`config.mk`:
```
export PLATFORM = sky130hd
export DESIGN_NAME = mrv_mem_arbiter
export DESIGN_NICKNAME = d
export VERILOG_FILES = /design/src/rtl/mrv_pkg.sv /design/src/rtl/mrv_mem_arbiter.sv
export SDC_FILE = /design/constraint.sdc
export NUM_CORES = 1
export LEC_CHECK = 0
export BUFFER_PORTS_ARGS = -buffer_cell sky130_fd_sc_hd__buf_2
export CORE_AREA = 2 2 123 125
export DETAILED_ROUTE_END_ITERATION = 10
export DIE_AREA = 0 0 125 127
export PLACE_DENSITY = 0.5
export SYNTH_ARGS = -nofsm -noshare
export SYNTH_HDL_FRONTEND = slang
export SYNTH_SLANG_ARGS = --single-unit
```
`constraint.sdc`:
```
create_clock -name g_clk -period 2.2 [get_ports g_clk]
set_clock_uncertainty 0.1 [all_clocks]
set_input_delay 0.66 -clock g_clk [delete_from_list [all_inputs] [get_ports g_clk]]
set_output_delay 0.66 -clock g_clk [all_outputs]
set_load 0.01 [all_outputs]
```
`src/rtl/mrv_pkg.sv`:
```
// Shared definitions for the mrv memory subsystem: arbiter owner encoding.
package mrv_pkg;

    typedef logic [1:0] owner_t;

    localparam owner_t ARB_NONE = 2'd0;
    localparam owner_t ARB_IMEM = 2'd1;
    localparam owner_t ARB_DMEM = 2'd2;

    typedef enum logic [1:0] {
        UNLOCKED = 2'd0,
        LOCKED_I = 2'd1,
        LOCKED_D = 2'd2
    } lock_state_t;

endpackage

```
`src/rtl/mrv_mem_arbiter.sv`:
```
// Two-requester (instruction/data) arbiter onto one shared memory port.
// Define MRV_ARB_RR_EN for round-robin contention; default is dmem-wins priority.
module mrv_mem_arbiter
    import mrv_pkg::*;
(
    input  logic        g_clk,
    input  logic        g_reset,

    input  logic        imem_cen,
    input  logic        imem_wen,
    input  logic [3:0]  imem_strb,
    input  logic [31:0] imem_addr,
    input  logic [31:0] imem_wdata,
    output logic        imem_stall,
    output logic        imem_error,
    output logic [31:0] imem_rdata,

    input  logic        dmem_cen,
    input  logic        dmem_wen,
    input  logic [3:0]  dmem_strb,
    input  logic [31:0] dmem_addr,
    input  logic [31:0] dmem_wdata,
    output logic        dmem_stall,
    output logic        dmem_error,
    output logic [31:0] dmem_rdata,

    output logic        mem_cen,
    output logic        mem_wen,
    output logic [3:0]  mem_strb,
    output logic [31:0] mem_addr,
    output logic [31:0] mem_wdata,
    input  logic        mem_stall,
    input  logic        mem_error,
    input  logic [31:0] mem_rdata,

    output logic [1:0]  arb_owner
);

    lock_state_t state, state_nxt;
    logic        lock_valid;
    logic        lock_owner;   // 0 imem, 1 dmem
    logic        last_grant;   // 0 imem, 1 dmem
    logic        grant_i, grant_d, grant_any;
    logic        lock_hold;

    assign lock_valid = (state != UNLOCKED);
    assign lock_owner = (state == LOCKED_D);
    assign grant_any  = grant_i | grant_d;

    // A lock only holds while its owner keeps cen high; otherwise re-arbitrate now.
    assign lock_hold = lock_valid && (lock_owner ? dmem_cen : imem_cen);

    always_comb begin
        grant_i = 1'b0;
        grant_d = 1'b0;
        if (!g_reset) begin
            if (lock_hold) begin
                grant_i = ~lock_owner;
                grant_d = lock_owner;
            end else if (imem_cen && dmem_cen) begin
`ifdef MRV_ARB_RR_EN
                grant_i = last_grant;
                grant_d = ~last_grant;
`else
                grant_d = 1'b1;
`endif
            end else begin
                grant_i = imem_cen;
                grant_d = dmem_cen;
            end
        end
    end

    always_comb begin
        mem_cen    = 1'b0;
        mem_wen    = 1'b0;
        mem_strb   = 4'd0;
        mem_addr   = 32'd0;
        mem_wdata  = 32'd0;
        arb_owner  = ARB_NONE;
        imem_stall = 1'b0;
        imem_error = 1'b0;
        imem_rdata = 32'd0;
        dmem_stall = 1'b0;
        dmem_error = 1'b0;
        dmem_rdata = 32'd0;

        if (g_reset) begin
            imem_stall = 1'b1;
            dmem_stall = 1'b1;
        end else begin
            if (grant_i) begin
                mem_cen    = 1'b1;
                mem_wen    = imem_wen;
                mem_strb   = imem_strb;
                mem_addr   = imem_addr;
                mem_wdata  = imem_wdata;
                arb_owner  = ARB_IMEM;
                imem_stall = mem_stall;
                imem_error = mem_error;
                imem_rdata = mem_rdata;
            end else if (imem_cen) begin
                imem_stall = 1'b1;
            end

            if (grant_d) begin
                mem_cen    = 1'b1;
                mem_wen    = dmem_wen;
                mem_strb   = dmem_strb;
                mem_addr   = dmem_addr;
                mem_wdata  = dmem_wdata;
                arb_owner  = ARB_DMEM;
                dmem_stall = mem_stall;
                dmem_error = mem_error;
                dmem_rdata = mem_rdata;
            end else if (dmem_cen) begin
                dmem_stall = 1'b1;
            end
        end
    end

    always_comb begin
        state_nxt = UNLOCKED;
        if (!g_reset && grant_any && mem_stall)
            state_nxt = grant_d ? LOCKED_D : LOCKED_I;
    end

    always_ff @(posedge g_clk) begin
        if (g_reset) begin
            state      <= UNLOCKED;
            last_grant <= 1'b0;
        end else begin
            state      <= state_nxt;
            last_grant <= (grant_any && !mem_stall) ? grant_d : last_grant;
        end
    end

endmodule

```
### After elaboration in Yosys (flattened, before gate mapping)

Cells that the tools add are included.
W data, S select, Z words.

* ROM bits: 0
* register bits after elaboration: 2
* memories: 0
* bits in writable memories: 0
* input port bits: 176
* bits in latches: 0
* output and inout port bits: 140

* shifts and indexed selects: 0
* $mul: 0
* add/subtract/negate cells: 0
* div/mod/pow operators: 0
* order comparisons: 0
* reductions and logical operators: 7
* multiplexer cells: 40
* bitwise operators: 3
* eq/ne operators: 1

Operators by type and width (count)
* $mux W32: 10
* $mux W1: 24
* $mux W4: 3
* $mux W2: 3
* $logic_and A1 B1 Y1: 4
* $eq A2 B2 Y1 const B: 1
* $not A1 Y1: 2
* $reduce_bool A2 Y1: 1
* $reduce_or A2 Y1: 1
* $logic_not A1 Y1: 1
* $or A1 B1 Y1: 1

### Longest topological paths before layout

Gate-level depths: netlist of run 1.

* depth after elaboration: 10
* gate-level depth with buffers: 6
* depth with buffers taken out: 3

### Worst setup path after synthesis of run 1

Ideal clock, no wire load.

* kind: input to output
* start point: input port dmem_cen
* end point: output port mem_addr[25]
* path slack: -0.047 ns
* arrival: 1.487 ns
* stages on the path: 5
* cell sequence: a21boi_2 buf_2 buf_4 a32oi_1 nor2_1

* cells in the longest elaborated chain, start to end: 7
* elaborated cells between the ends (all ways): 12

Ends and longest elaborated chain
* start: declaration: line mrv_mem_arbiter.sv:18 `input logic dmem_cen,`
* $logic_and A1 B1 Y1 or $mux W1 (tied branches): line mrv_mem_arbiter.sv:60, mrv_mem_arbiter.sv:51
* $mux W1 or $logic_and A1 B1 Y1 (tied branches): line mrv_mem_arbiter.sv:60, mrv_mem_arbiter.sv:51
* $mux W1: line mrv_mem_arbiter.sv:57 `if (lock_hold) begin`
* $mux W1: line mrv_mem_arbiter.sv:56 `if (!g_reset) begin`
* $mux W32: line mrv_mem_arbiter.sv:92 `if (grant_i) begin`
* $mux W32 (*): line mrv_mem_arbiter.sv:106 `if (grant_d) begin`
* $mux W32 (*): line mrv_mem_arbiter.sv:88 `if (g_reset) begin`
* end: declaration: line mrv_mem_arbiter.sv:30 `output logic [31:0] mem_addr,`

Mark *: on every way between the ends. The rest lies on a longest branch, timed or not.

### Final worst setup path of run 1

* start point: input port dmem_cen
* end point: output port mem_wdata[1]

* cells in the longest elaborated chain, start to end: 7
* elaborated cells between the ends (all ways): 12

Ends and longest elaborated chain
* $logic_and A1 B1 Y1 or $mux W1 (tied branches): line mrv_mem_arbiter.sv:60, mrv_mem_arbiter.sv:51
* $mux W1 or $logic_and A1 B1 Y1 (tied branches): line mrv_mem_arbiter.sv:60, mrv_mem_arbiter.sv:51
* $mux W1: line mrv_mem_arbiter.sv:57
* $mux W1: line mrv_mem_arbiter.sv:56
* $mux W32: line mrv_mem_arbiter.sv:92
* $mux W32 (*): line mrv_mem_arbiter.sv:106
* $mux W32 (*): line mrv_mem_arbiter.sv:88
* end: declaration: line mrv_mem_arbiter.sv:31 `output logic [31:0] mem_wdata,`

Marks and branches as above.

==> metrics list, run 1 <==
* Hold-fix buffers, CTS: 0
* Combined global-route utilization of all metal layers: roughly 12%
* Antenna violations before repair: 1
* Run status: finished, violations left
- Counting every net in the synthesized netlist gives about 430.
- Peak supply drop: roughly 0.053 mV
* Remaining routing DRC violations: 0
- During synthesis, Yosys emitted a total of 0 warnings.
* Average instance area after synthesis: slightly above 6 um2
* Max frequency: between 0.4 and 0.5 GHz
* Kind of end point of the critical path: primary output
- Net total in the final layout: 740
- The max-slew violation count is 0.
* Post-synthesis sequential area ratio: between 1 and 1.5%
* Instance count of the mapped netlist: around 260
- Hold violation count in the final report: 0
- Count of max-cap constraint violations: 0
- The worst register-to-register path ends at state[0].
* Share of the synthesized area in the top cell type: between 30% and 40%
* Floorplan die width: about 130 um
* Cells along the critical path: buf_8, a21boi_4, buf_4, clkbuf_16, a32oi_1, nor2_1, buf_2
- Post-detailed-placement half-perimeter wirelength: a little under 9000 um
* Slowest stage delay, CP: about 200 ps
* Remaining max-slew budget at the tightest pin: 77.9%
- Mux cell area share after synthesis: 0%
* Failing checks: setup timing
* Ratio of final minimum period to clock period: 109%
- The number of different library cells used by synthesis comes to 15.
- Largest registers ranked by flip-flop count: state x1
- Dividing the detail-routed wire length by the instance count gives 15.2 um.
- STA puts the critical path data required time at about 1400 ps.
- The count of buffers added on input and output ports is around 320.
- The first routing iteration left between 150 and 200 violations.
* Reg-to-reg startpoint: state[0]
- Mean number of vias per cell: roughly 4.3
* Clk_lat worst skew: 0 ps
* Worst reg2reg setup slack: 970 ps
* Crit path max-delay cell type: sky130_fd_sc_hd__a32oi_1
- Number of nets still failing antenna checks after routing: 0
* Placeable Area: ~14000 um2
- The via count of the first global-routing pass was 2888.
- Along the worst path, the maximum fanout reaches 7.
* Clock period minus worst slack: 2400 ps
* Number of storage elements in the synthesis netlist: 1
- Total global routing overflow: 0
- Once layout is complete, the cells apart from fillers number about 750.
* Static power due to leakage: 2.14 nW
- The congestion estimate from routability-driven global placement came to ~0.8.
* Number of vias after detailed routing: roughly 3200
- Post-Synthesis Cell Area: between 1500 and 2000 um2
- The initial utilization of the core area, before any placement, comes to between 10% and 20%.
- The synthesized netlist devotes 0% of its cell area to adder and majority cells.
- Summing the areas of all xor and xnor instances in the mapped netlist gives 0% of the synthesized area.
- Register with the highest flop count: state
- Diodes inserted: 0
- RSZ-0062 raised after global routing: yes
* Synth-to-layout area growth: 142%
- Rows: 44
* CTS clock-pin slew for the worst setup and hold paths: 0 ps
* Die span in y: roughly 130 um
- Number of flip-flops in the largest register: 1
* Power density of the placed cells: about 200 nW/um2
- Summed over all instances, the cell type with the most area after synthesis is sky130_fd_sc_hd__a32oi_1.
- By area, the combinational part of the netlist is dominated by simple AND/OR/NAND/NOR gates.
- Type of origin of the critical path: input pin
* Cells on Worst Hold Path: 2
* First-pass GRT wire length: about 16000 um
- Once routing completed, OpenROAD measured the worst setup slack at -196 ps.
- Tightest hold margin: ~800 ps
* Destination of the worst hold path: state[0]
- Post-detailed-routing wire length: 11400 um
- Total of endpoints with negative setup slack in the final report: 137
* Worst reg-to-reg path cell count: 4
* Setup slack after placement: -282 ps
- Basic-gate share of the synthesized area counting and, or, nand and nor cells: a little under half
- Power Total: approximately 0.75 mW
- The first detailed-routing pass took 4 iterations.
* Complex-gate fraction of the synthesized area: ~41%
- Sorting the synthesized cells by area gives the leading types as sky130_fd_sc_hd__a32oi_1 (39%), sky130_fd_sc_hd__and2_1 (27%), sky130_fd_sc_hd__nor2_1 (17%), sky130_fd_sc_hd__buf_2 (4.8%), sky130_fd_sc_hd__clkbuf_1 (4.3%).
- The worst setup path is of the input pin to primary output kind.
- Data on the critical path arrives at its endpoint at 1640 ps.
* Count of placed standard cells including taps: around 740
* Class of the worst hold path: input pin to register
- The worst hold path begins at mem_stall.
- 316 I/O pins were placed.
* Die area: roughly 16000 um2
* Measured slew at the worst slew-check pin: 331 ps
- Maximum number of pins on one net before global-route repair: 37
- In the final layout, the share of cells above drive strength 1 is 63.2%.
## worst max-delay path: cells and delay by family
kind	cells	cell delay, ps
compound gates	2	350
buf+inv	4	570
simple gates	1	60
## cell type report
class | instances | area (um2)
flip-flops and latches | 1 | 20.0
well taps | 184 | 230
fillers | 1629 | 10700
repair buffers | 345 | 2100
multi-input cells | 216 | 1420
## worst max path at each step
stage,from,end,slack [ps],depth (start not counted)
floorplan,imem_cen,imem_rdata[0],-40,4
global placement,dmem_cen,mem_wdata[5],-280,6
detailed placement,dmem_cen,mem_wdata[5],-280,6
CTS,dmem_cen,mem_wdata[5],-200,6
global route,dmem_cen,mem_wdata[6],-270,7
finish,dmem_cen,mem_wdata[1],-200,7
## metal layers
metal	routed length, um	GRT usage, %	part of all wire (%)	vias up
li1	-	-	-	1559
met1	4630	15.8	41	1451
met2	5760	22.2	51	178
met3	844	1.84	7.4	6
met4	111	1.11	0.98	2
met5	12	0	0.11	-
## timing repair
| item | CTS | global route |
|---|---|---|
| gates cloned | 2 | 3 |
| pin swaps | 5 | 4 |
| buffers inserted | 1 | 3 |
| endpoints found under the setup margin | 140 | 139 |
| gates resized for setup | 20 | 9 |
## cell usage after synthesis
library cell,count
sky130_fd_sc_hd__nor2_1,71
sky130_fd_sc_hd__buf_4,3
sky130_fd_sc_hd__buf_1,2
sky130_fd_sc_hd__nor2b_1,1
sky130_fd_sc_hd__nor3b_4,1
sky130_fd_sc_hd__a32oi_1,69
sky130_fd_sc_hd__a21boi_2,1
sky130_fd_sc_hd__nand2b_1,2
sky130_fd_sc_hd__o21ai_0,1
sky130_fd_sc_hd__buf_2,15
sky130_fd_sc_hd__a21o_1,2
sky130_fd_sc_hd__and2b_1,1
sky130_fd_sc_hd__clkbuf_1,18
sky130_fd_sc_hd__dfxtp_1,1
sky130_fd_sc_hd__and2_1,67
## cell usage in the layout, fill, tap and decap left out
cell type / instances
sky130_fd_sc_hd__a21boi_4: 1
sky130_fd_sc_hd__a21o_1: 2
sky130_fd_sc_hd__a32oi_1: 64
sky130_fd_sc_hd__a32oi_2: 5
sky130_fd_sc_hd__and2_1: 65
sky130_fd_sc_hd__and2_4: 2
sky130_fd_sc_hd__and2b_1: 1
sky130_fd_sc_hd__buf_12: 11
sky130_fd_sc_hd__buf_16: 2
sky130_fd_sc_hd__buf_2: 307
sky130_fd_sc_hd__buf_4: 13
sky130_fd_sc_hd__buf_6: 6
sky130_fd_sc_hd__buf_8: 3
sky130_fd_sc_hd__clkbuf_16: 3
sky130_fd_sc_hd__dfxtp_1: 1
sky130_fd_sc_hd__nand2b_1: 1
sky130_fd_sc_hd__nand2b_4: 1
sky130_fd_sc_hd__nor2_1: 71
sky130_fd_sc_hd__nor2b_1: 1
sky130_fd_sc_hd__nor3b_4: 1
sky130_fd_sc_hd__o21ai_0: 1
## stage by stage
step                      utilization [%]  setup TNS (ps)  cell area [um2]
after floorplan                         -           -1050             1580
after global placement               24.2          -24290             3490
after detailed placement             24.2          -24210             3490
after CTS                            25.1          -19410             3620
after global routing                 26.1          -31030             3770
final                                26.1          -20960             3770
## power by group
group / internal (mW) / total, mW / leakage [nW] / switching (mW)
Clock: 0 / 0 / 0 / 0
Sequential: 0.0191 / 0.0199 / 0.00814 / 0.000880
Combinational: 0.374 / 0.731 / 2.13 / 0.357
Total: 0.393 / 0.751 / 2.14 / 0.358
## logic make-up (layout without fill, tap and decap cells)
| family | count (synthesis) | after routing |
|---|---|---|
| AO/OA/AOI/OAI | 73 | 73 |
| buffers and inverters | 38 | 345 |
| flip-flops | 1 | 1 |
| AND/OR/NAND/NOR | 143 | 143 |
No activity file was read; power rests on OpenSTA's default activity.
==> inputs of run 2 (changes only) <==
--- a/config.mk
+++ b/config.mk
@@ -10,6 +10,7 @@
 export DETAILED_ROUTE_END_ITERATION = 10
 export DIE_AREA = 0 0 125 127
 export PLACE_DENSITY = 0.5
+export SKIP_LAST_GASP = 1
 export SYNTH_ARGS = -nofsm -noshare
 export SYNTH_HDL_FRONTEND = slang
 export SYNTH_SLANG_ARGS = --single-unit
==> run 2 against run 1 <==
The flow still finishes with violations (setup timing). Power increased by 0.88%. Global-route usage is essentially flat. Core utilization increased by 0.12 points. Wire length grew 0.14%. Worst setup slack worse by 10 ps. Design area grew 0.46%. Via count increased by 0.25%. Combinational power rose by 1%. Flip-flop and latch count unchanged. Maximum frequency down 0.42%. Sequential power is essentially flat. Hold slack gained 0.65 ps.
==> metrics list, run 2 (synthesis results as in run 1) <==
* Fraction of power spent switching nets: 48.0% (+0.33 points)
- Cells along the critical path: buf_8, a21boi_4, buf_4, buf_12, a32oi_1, nor2_1, buf_2
* Failing checks: setup timing
- The combined global-route utilization of all metal layers was 12.2% (about the same).
* WS Path Type: input pin to primary output
- The maximum fanout encountered on the critical timing path is 7 (unchanged).
- Cell family with the largest share of critical-path delay: buffers and inverters
- The source-to-sink clock delay at the later pin of the worst-skew pair was 0 ps (unchanged).
- The register with the most flip-flops in the final layout is state.
- Number of vias after detailed routing: 3204 (+0.25%)
- The final global-route overflow total came to 0 (unchanged).
- Share of cells above drive strength 1: 63.7% (+0.53 points)
- In the layout the commonest cells are sky130_fd_sc_hd__buf_2 (311), sky130_fd_sc_hd__nor2_1 (70), sky130_fd_sc_hd__and2_1 (67).
- Max-slew violation count: 0 (unchanged)
- Count of max-cap constraint violations: 0 (unchanged)
- The number of placed instances with taps included was 737 (unchanged).
- Required time at the endpoint of the critical path: 1440 ps (about the same)
* Buffer and inverter count on the worst path: 4 (unchanged)
- The number of nets in the layout came to 740 (unchanged).
- The number of buffers added to fix hold violations after cts is 0 (unchanged).
* Placeable Area: 14400 um2 (unchanged)
- The area taken by multi-input logic gates was 1460 um2 (+2.7%).
- Final standard cell count with taps included and fillers excluded: 746 (unchanged)
- The power per cell area is 200 nW/um2 (+0.41%).
- The flip-flop count of the largest register, all copies and words added is 1 (unchanged).
- The power share of the clock group is 0% (unchanged).
- The mean number of vias per cell was 4.29 (+0.25%).
- The post-placement cell area was 3490 um2 (unchanged).
* Port buffer count: 315 (unchanged)
* Floorplan die width: 125 um (unchanged)
- The hold path depth was 2 (unchanged).
- Rows: 44 (unchanged)
- Register share of total power: 2.6% (about the same)
* Diodes inserted: 0 (unchanged)
- Clock period minus worst slack: 2410 ps (+10.1 ps)
- The total wire length was 11400 um (+0.14%).
- The maximum cell stage delay along the critical path is 230 ps (+30 ps).
- The register-to-register setup slack is 970 ps (about the same).
- The die height was 127 um (unchanged).
- The area of all sequential standard cells is 20.0 um2 (unchanged).
- Largest registers ranked by flip-flop count: state x1
* Type of origin of the critical path: input pin
- Total internal power: 0.394 mW (+0.25%)
- The remaining routing DRC violations was 0 (unchanged).
* RSZ-0062 raised after global routing: yes
* Capturing point of the worst reg2reg path: state[0]
- Ratio of final minimum period to clock period: 109% (+0.46 points)
- The maximum resistive drop on vdd came to 0.0525 mV (about the same).
- Number of nets still failing antenna checks after routing: 0 (unchanged)
- The summed area of non-filler cells in the final layout is 3790 um2 (+0.46%).
* Final weighted congestion of routability-driven global placement: 0.787 (unchanged)
- Initial standard-cell utilization of the core: 10.8% (unchanged)
- Via count of the first global-routing pass: 2873 (-0.52%)
* I/O pins: 316 (unchanged)
- CTS clock-pin slew for the worst setup and hold paths: 0 ps (unchanged)
- The area of the die came to 15900 um2 (unchanged).
* Static power due to leakage: 2.14 nW (about the same)
- Final setup margin: -206 ps (-10.1 ps)
- Relative to the synthesized area, the layout overhead comes to 143%.
* Worst endpoint data arrival time: 1650 ps (about the same)
- Count of filler cells inserted in the layout: 1631 (+0.12%)
- Max frequency: 0.416 GHz (-0.42%)
* Hold violation count in the final report: 0 (unchanged)
- The worst-case reg-to-reg path depth is 4 (unchanged).
- Crit path max-delay cell type: sky130_fd_sc_hd__a21boi_4
* Destination of the worst hold path: state[0]
- Power share of the combinational group: 97.4% (about the same)
* Maximum number of pins on one net before global-route repair: 37 (unchanged)
- Class of the worst hold path: input pin to register
* Remaining max-slew budget at the tightest pin: 77.5% (-0.46 points)
* Per-cell routed wire length: 15.2 um (+0.14%)
- The setup violation total in the final timing report is 137 (unchanged).
* Power Total: 0.757 mW (+0.88%)
* Antenna violations before repair: 1 (unchanged)
- Reg-to-reg startpoint: state[0]
- STA classifies the critical path endpoint as a primary output.
- First-pass iteration count of the detailed router: 4 (unchanged)
- First-pass GRT wire length: 16100 um (-0.17%)
- The number of violations reported at the end of detailed-routing iteration 0 came to 122 (-27%).
- Post-detailed-placement half-perimeter wirelength: 8880 um (unchanged)
* Most common cell after layout, fill and taps aside: sky130_fd_sc_hd__buf_2
- The total net switching power came to 0.363 mW (+1.6%).
- The run finished, with violations left.
- Measured slew at the worst slew-check pin: 338 ps (+6.93 ps)
* Startpoint of the tightest hold check path: mem_stall
## run 2: cell counts in the layout (fill, tap and decap cells not counted)
No cell type changed its count.
## run 2: how the worst max path moves through the flow
stage | start | to | slack, ps | cells after the start
2_1_floorplan | imem_cen | imem_rdata[0] | -40 | 4
6_report | dmem_cen | mem_wdata[6] | -210 | 7
4_1_cts | dmem_cen | mem_wdata[5] | -210 | 6
3_3_place_gp | dmem_cen | mem_wdata[5] | -280 | 6
5_1_grt | dmem_cen | imem_rdata[10] | -270 | 6
3_5_place_dp | dmem_cen | mem_wdata[5] | -280 | 6
## run 2: cell type report
cell class / instances / share of cell area [%]
flip-flops and latches: 1 / 0.528
multi-input cells: 216 / 38.6
well taps: 184 / 6.08
repair buffers: 345 / 54.8
## run 2: through the flow
| stage | TNS (ps) | hold slack (ps) | setup slack, ps | util, % |
|---|---|---|---|---|
| finish | -20670 | 813 | -206 | 26.3 |
| global route | -30940 | 840 | -271 | 26.3 |
| CTS | -19740 | 812 | -205 | 25.0 |
| detailed placement | -24210 | 811 | -282 | 24.2 |
| global placement | -24290 | 831 | -279 | 24.2 |
| floorplan | -1050 | 682 | -40.0 | - |
## run 2: routing by layer
metal	share of wire, %	track usage (%)	wire length, um	up-vias
met5	0.11	0	12	-
met4	0.87	0.915	99	2
met3	8.3	1.93	948	10
met2	51	22.3	5780	188
met1	40	15.8	4530	1444
li1	-	-	-	1560
## run 2: power groups by stage
stage	clock [mW]	combinational (mW)	sequential [mW]
after floorplan	0	0.295	0.0197
after global placement	0	0.668	0.0199
after detailed placement	0	0.667	0.0198
after CTS	0	0.699	0.0199
after global routing	0	0.807	0.0201
final	0	0.738	0.0199
## run 2: timing repair
item,4_1_cts,5_1_grt
cloned,2,3
hold endpoints to repair,0,0
endpoints found under the setup margin,140,140
setup buffers,1,3
gates resized for setup,14,15
pin swaps,4,3
==> inputs of run 3 (changes only) <==
--- a/config.mk
+++ b/config.mk
@@ -5,11 +5,12 @@
 export SDC_FILE = /design/constraint.sdc
 export NUM_CORES = 1
 export LEC_CHECK = 0
+export ABC_AREA = 1
 export BUFFER_PORTS_ARGS = -buffer_cell sky130_fd_sc_hd__buf_2
-export CORE_AREA = 2 2 123 125
+export CORE_AREA = 2 2 122 124
 export DETAILED_ROUTE_END_ITERATION = 10
-export DIE_AREA = 0 0 125 127
-export PLACE_DENSITY = 0.5
+export DIE_AREA = 0 0 124 126
+export PLACE_DENSITY = 0.52
 export SKIP_LAST_GASP = 1
 export SYNTH_ARGS = -nofsm -noshare
 export SYNTH_HDL_FRONTEND = slang
==> run 3 against run 2 <==
Final cell count rose by 18%. The run still ends with setup timing left. Sequential share of layout area decreased by 0.11 points. Synthesized cell count is 45% higher. Flip-flop and latch count is the same. Highest routed layer is now met4. Combinational power rose by 18%. Largest cell class unchanged. Core utilization rose by 6.8 points.
==> metrics list, run 3 <==
* Run status: finished, violations left
- The checks that failed: setup timing.
* Count of filler cells inserted in the layout: 1591 (-2.5%)
* Max Fanout on Critical Path: 7 (unchanged)
- Commonest cells in the synthesized netlist: sky130_fd_sc_hd__nand2_1 (77), sky130_fd_sc_hd__nand3_1 (69), sky130_fd_sc_hd__nand4_1 (69), sky130_fd_sc_hd__nor2_1 (67), sky130_fd_sc_hd__inv_1 (37)
- Register with the highest flop count: state
- Number of flops mapped to enable cells by yosys: 0 (unchanged)
- The most critical setup path has its startpoint at g_reset.
- The standard-cell row count is 44 (unchanged).
* Power density of the placed cells: 189 nW/um2 (-5.4%)
- Peak supply drop: 0.0652 mV (+24%)
* Instance count of the mapped netlist: 369 (+45%)
- Met3 wire len: 949 um (+0.11%)
- The mean number of vias per cell came to 4.40 (+2.5%).
- Leading post-synthesis cells by cell area: sky130_fd_sc_hd__nand4_1 (24%), sky130_fd_sc_hd__nand3_1 (20%), sky130_fd_sc_hd__nand2_1 (16%), sky130_fd_sc_hd__nor2_1 (14%), sky130_fd_sc_hd__buf_2 (10%)
- Multi-input gate area in the final layout: 1670 um2 (+14%)
* Remaining max-slew budget at the tightest pin: 87.3% (+9.9 points)
- The signal on the critical path passes through buf_8, nor2_4, buf_6, nand2_8, buf_12, buf_12, nor2_1, buf_2.
- Sequential cell area: 20.0 um2 (unchanged)
* Slowest stage delay, CP: 150 ps (-80 ps)
* Routed metal-1 wirelength: 5620 um (+24%)
- The source-to-sink clock delay at the later pin of the worst-skew pair is 0 ps (unchanged).
- Total global routing overflow: 0 (unchanged)
- Via count of the first global-routing pass: 3360 (+17%)
- Kind of end point of the critical path: primary output
- Share of the synthesized area in the top cell type: 24.5% (-14 points)
* Largest registers ranked by flip-flop count: state x1
* Detail Route met2 WL: 7190 um (+24%)
- RSZ-0062 raised after global routing: yes
- Post-synthesis sequential area ratio: 1.13% (-0.15 points)
- The number of warnings issued by yosys was 0 (unchanged).
- In the layout the commonest cells are sky130_fd_sc_hd__buf_2 (285), sky130_fd_sc_hd__nand2_1 (73), sky130_fd_sc_hd__nand4_1 (69).
- Highest metal used: met4
* Floorplan die width: 124 um (-0.80%)
- The slowest stage of the critical path is the sky130_fd_sc_hd__buf_12 cell.
* Share of flip-flops with an asynchronous set or reset after synthesis: 0% (unchanged)
* Final instance area: 4730 um2 (+25%)
* Cells on Worst Hold Path: 3 (+1)
- The fraction of final layout cells with drive strength greater than 1 was 60.7% (-3.0 points).
* Most common cell type on the critical path: sky130_fd_sc_hd__buf_12
* First-pass iteration count of the detailed router: 4 (unchanged)
- Final setup margin: -164 ps (+42.9 ps)
- Setup slack after placement: -164 ps (+118 ps)
* Post-detailed-placement half-perimeter wirelength: 8930 um (+0.56%)
- The area of the die is 15600 um2 (-1.6%).
* Number of DRC violations after detailed-routing iteration 0: 166 (+36%)
- Largest area contributor in the netlist: sky130_fd_sc_hd__nand4_1
- The total wire length is 13800 um (+22%).
- Worst endpoint data arrival time: 1600 ps (-50 ps)
* Dominant synthesized flop cell: sky130_fd_sc_hd__dfxtp_1
* Cell variety after synth: 13 (-2)
* I/O pins: 316 (unchanged)
- Syn_nets: 545 (+26%)
* Number of flip-flops in the largest register: 1 (unchanged)
- The maximum number of pins on one net before global-route repair was 40 (+8.1%).
- The final-report hold violation count came to 0 (unchanged).
- Number of nets still failing antenna checks after routing: 0 (unchanged)
* Clock period minus worst slack: 2360 ps (-42.9 ps)
* WS Path Type: input pin to primary output
* Initial standard-cell utilization of the core: 12.3% (+1.5 points)
- Static power due to leakage: 2.86 nW (+34%)
- In this run the worst hold path is classified as input pin to register.
- Cell with the most instances after synthesis: sky130_fd_sc_hd__nand2_1
* Placed standard-cell area: 3640 um2 (+4.6%)
- Worst reg-to-reg path cell count: 7 (+3)
- In this run the most critical hold path is launched from mem_stall.
* CTS clock-pin slew for the worst setup and hold paths: 0 ps (unchanged)
- Finished Core Util: 33.0% (+6.8 points)
* Final weighted congestion of routability-driven global placement: 0.823 (+4.7%)
- Destination of the worst hold path: state[0]
- The total number of vias is 3868 (+21%).
* Measured slew at the worst slew-check pin: 190 ps (-148 ps)
* Diodes inserted: 0 (unchanged)
- Tightest hold margin: 839 ps (+26.3 ps)
- Per-cell routed wire length: 15.7 um (+3.1%)
- The total of flip-flops plus latches after synthesis was 1 (unchanged).
- Hold-fix buffers, CTS: 0 (unchanged)
- Net total in the final layout: 873 (+18%)
* Max-slew violation count: 0 (unchanged)
* Max frequency: 0.423 GHz (+1.8%)
- The fraction of the cycle the final worst path needs was 107% (-1.9 points).
- Average instance area after synthesis: 4.78 um2 (-22%)
- On the critical path the largest part of the delay comes from buffers and inverters.
- The number of antenna violations at the first check in global routing came to 0 (-1).
- First-pass GRT wire length: 17700 um (+9.7%)
- Die span in y: 126 um (-0.79%)
- The register-to-register setup slack came to 840 ps (-130 ps).
- Reg-to-reg startpoint: state[0]
- Leaving out fill and tap cells, the most frequent cell in the layout is sky130_fd_sc_hd__buf_2.
- Count of cell instances traversed by the critical path: 8 (+1)
- In this run the critical register-to-register path is captured at state[0].
- The combined global-route utilization of all metal layers is 14.1% (+2.0 points).
- The required time at the worst-slack endpoint came to 1440 ps (about the same).
- Type of origin of the critical path: input pin
- Port buffer count: 315 (unchanged)
* Post-Synthesis Cell Area: 1770 um2 (+13%)
- The combined buffer and inverter count along the critical path came to 5 (+1).
- Remaining routing DRC violations: 0 (unchanged)
- Count of max-cap constraint violations: 0 (unchanged)
- The standard cell core area is 14300 um2 (-0.76%).
- Total of endpoints with negative setup slack in the final report: 134 (-2.2%)
- Synth-to-layout area growth: 168%
run 3: changes by cell type after synthesis, sizes merged, moves of 2 or more:
cell / previous run / this run
buf: 20 / 43
inv: 0 / 39
nand4: 0 / 69
a21o: 2 / 0
and2: 67 / 0
nand3: 0 / 70
a32oi: 69 / 0
nand2b: 2 / 0
nand2: 0 / 79
clkbuf: 18 / 0
nor2: 71 / 68
run 3: per-layer routing:
metal,track usage [%],vias up
li1,-,1905
met1,18.1,1768
met2,26.8,189
met3,0.679,6
met4,1.19,0
met5,0,-
run 3: metrics by stage:
stage	setup TNS, ps	instances	power [mW]
6_report	-11120	879	0.894
4_1_cts	-13100	867	0.785
2_1_floorplan	0	369	0.321
3_5_place_dp	-13040	853	0.676
5_1_grt	-18820	879	0.967
3_3_place_gp	-13180	853	0.677
run 3: report_power, final:
part	switching (mW)	internal [mW]	leakage [nW]	total, mW
sequential	0.000493	0.0191	0.00814	0.0196
combinational	0.443	0.432	2.85	0.874
clock	0	0	0	0
run 3: worst min-delay path, delay by kind of cell:
kind | cells | cell delay (ps)
buffers and inverters | 2 | 130
AND/OR/NAND/NOR | 1 | 100
run 3: worst max-delay path by stage:
stage / end / slack, ps
final: imem_rdata[5] / -160
after global placement: mem_addr[25] / -150
after global routing: imem_rdata[5] / -200
after floorplan: imem_rdata[19] / 60
after CTS: imem_rdata[25] / -140
after detailed placement: mem_addr[13] / -160
run 3: kinds of logic after synthesis:
kind of cell | synth area share, %
buffers and inverters | 21.9
flip-flops | 1.13
AND/OR/NAND/NOR | 77.0
run 3: layout make-up:
type / count / area share, %
sequential: 1 / 0.423
tap: 184 / 4.87
inverter: 39 / 3.31
multi-input combinational: 287 / 35.4
timing repair buffer: 368 / 56.0
run 3: what timing repair did:
item                       CTS  global route
gates cloned                 7             8
setup endpoints to repair  135           138
pin swaps                    8            24
gates resized for setup     57            91
setup buffers                7             5
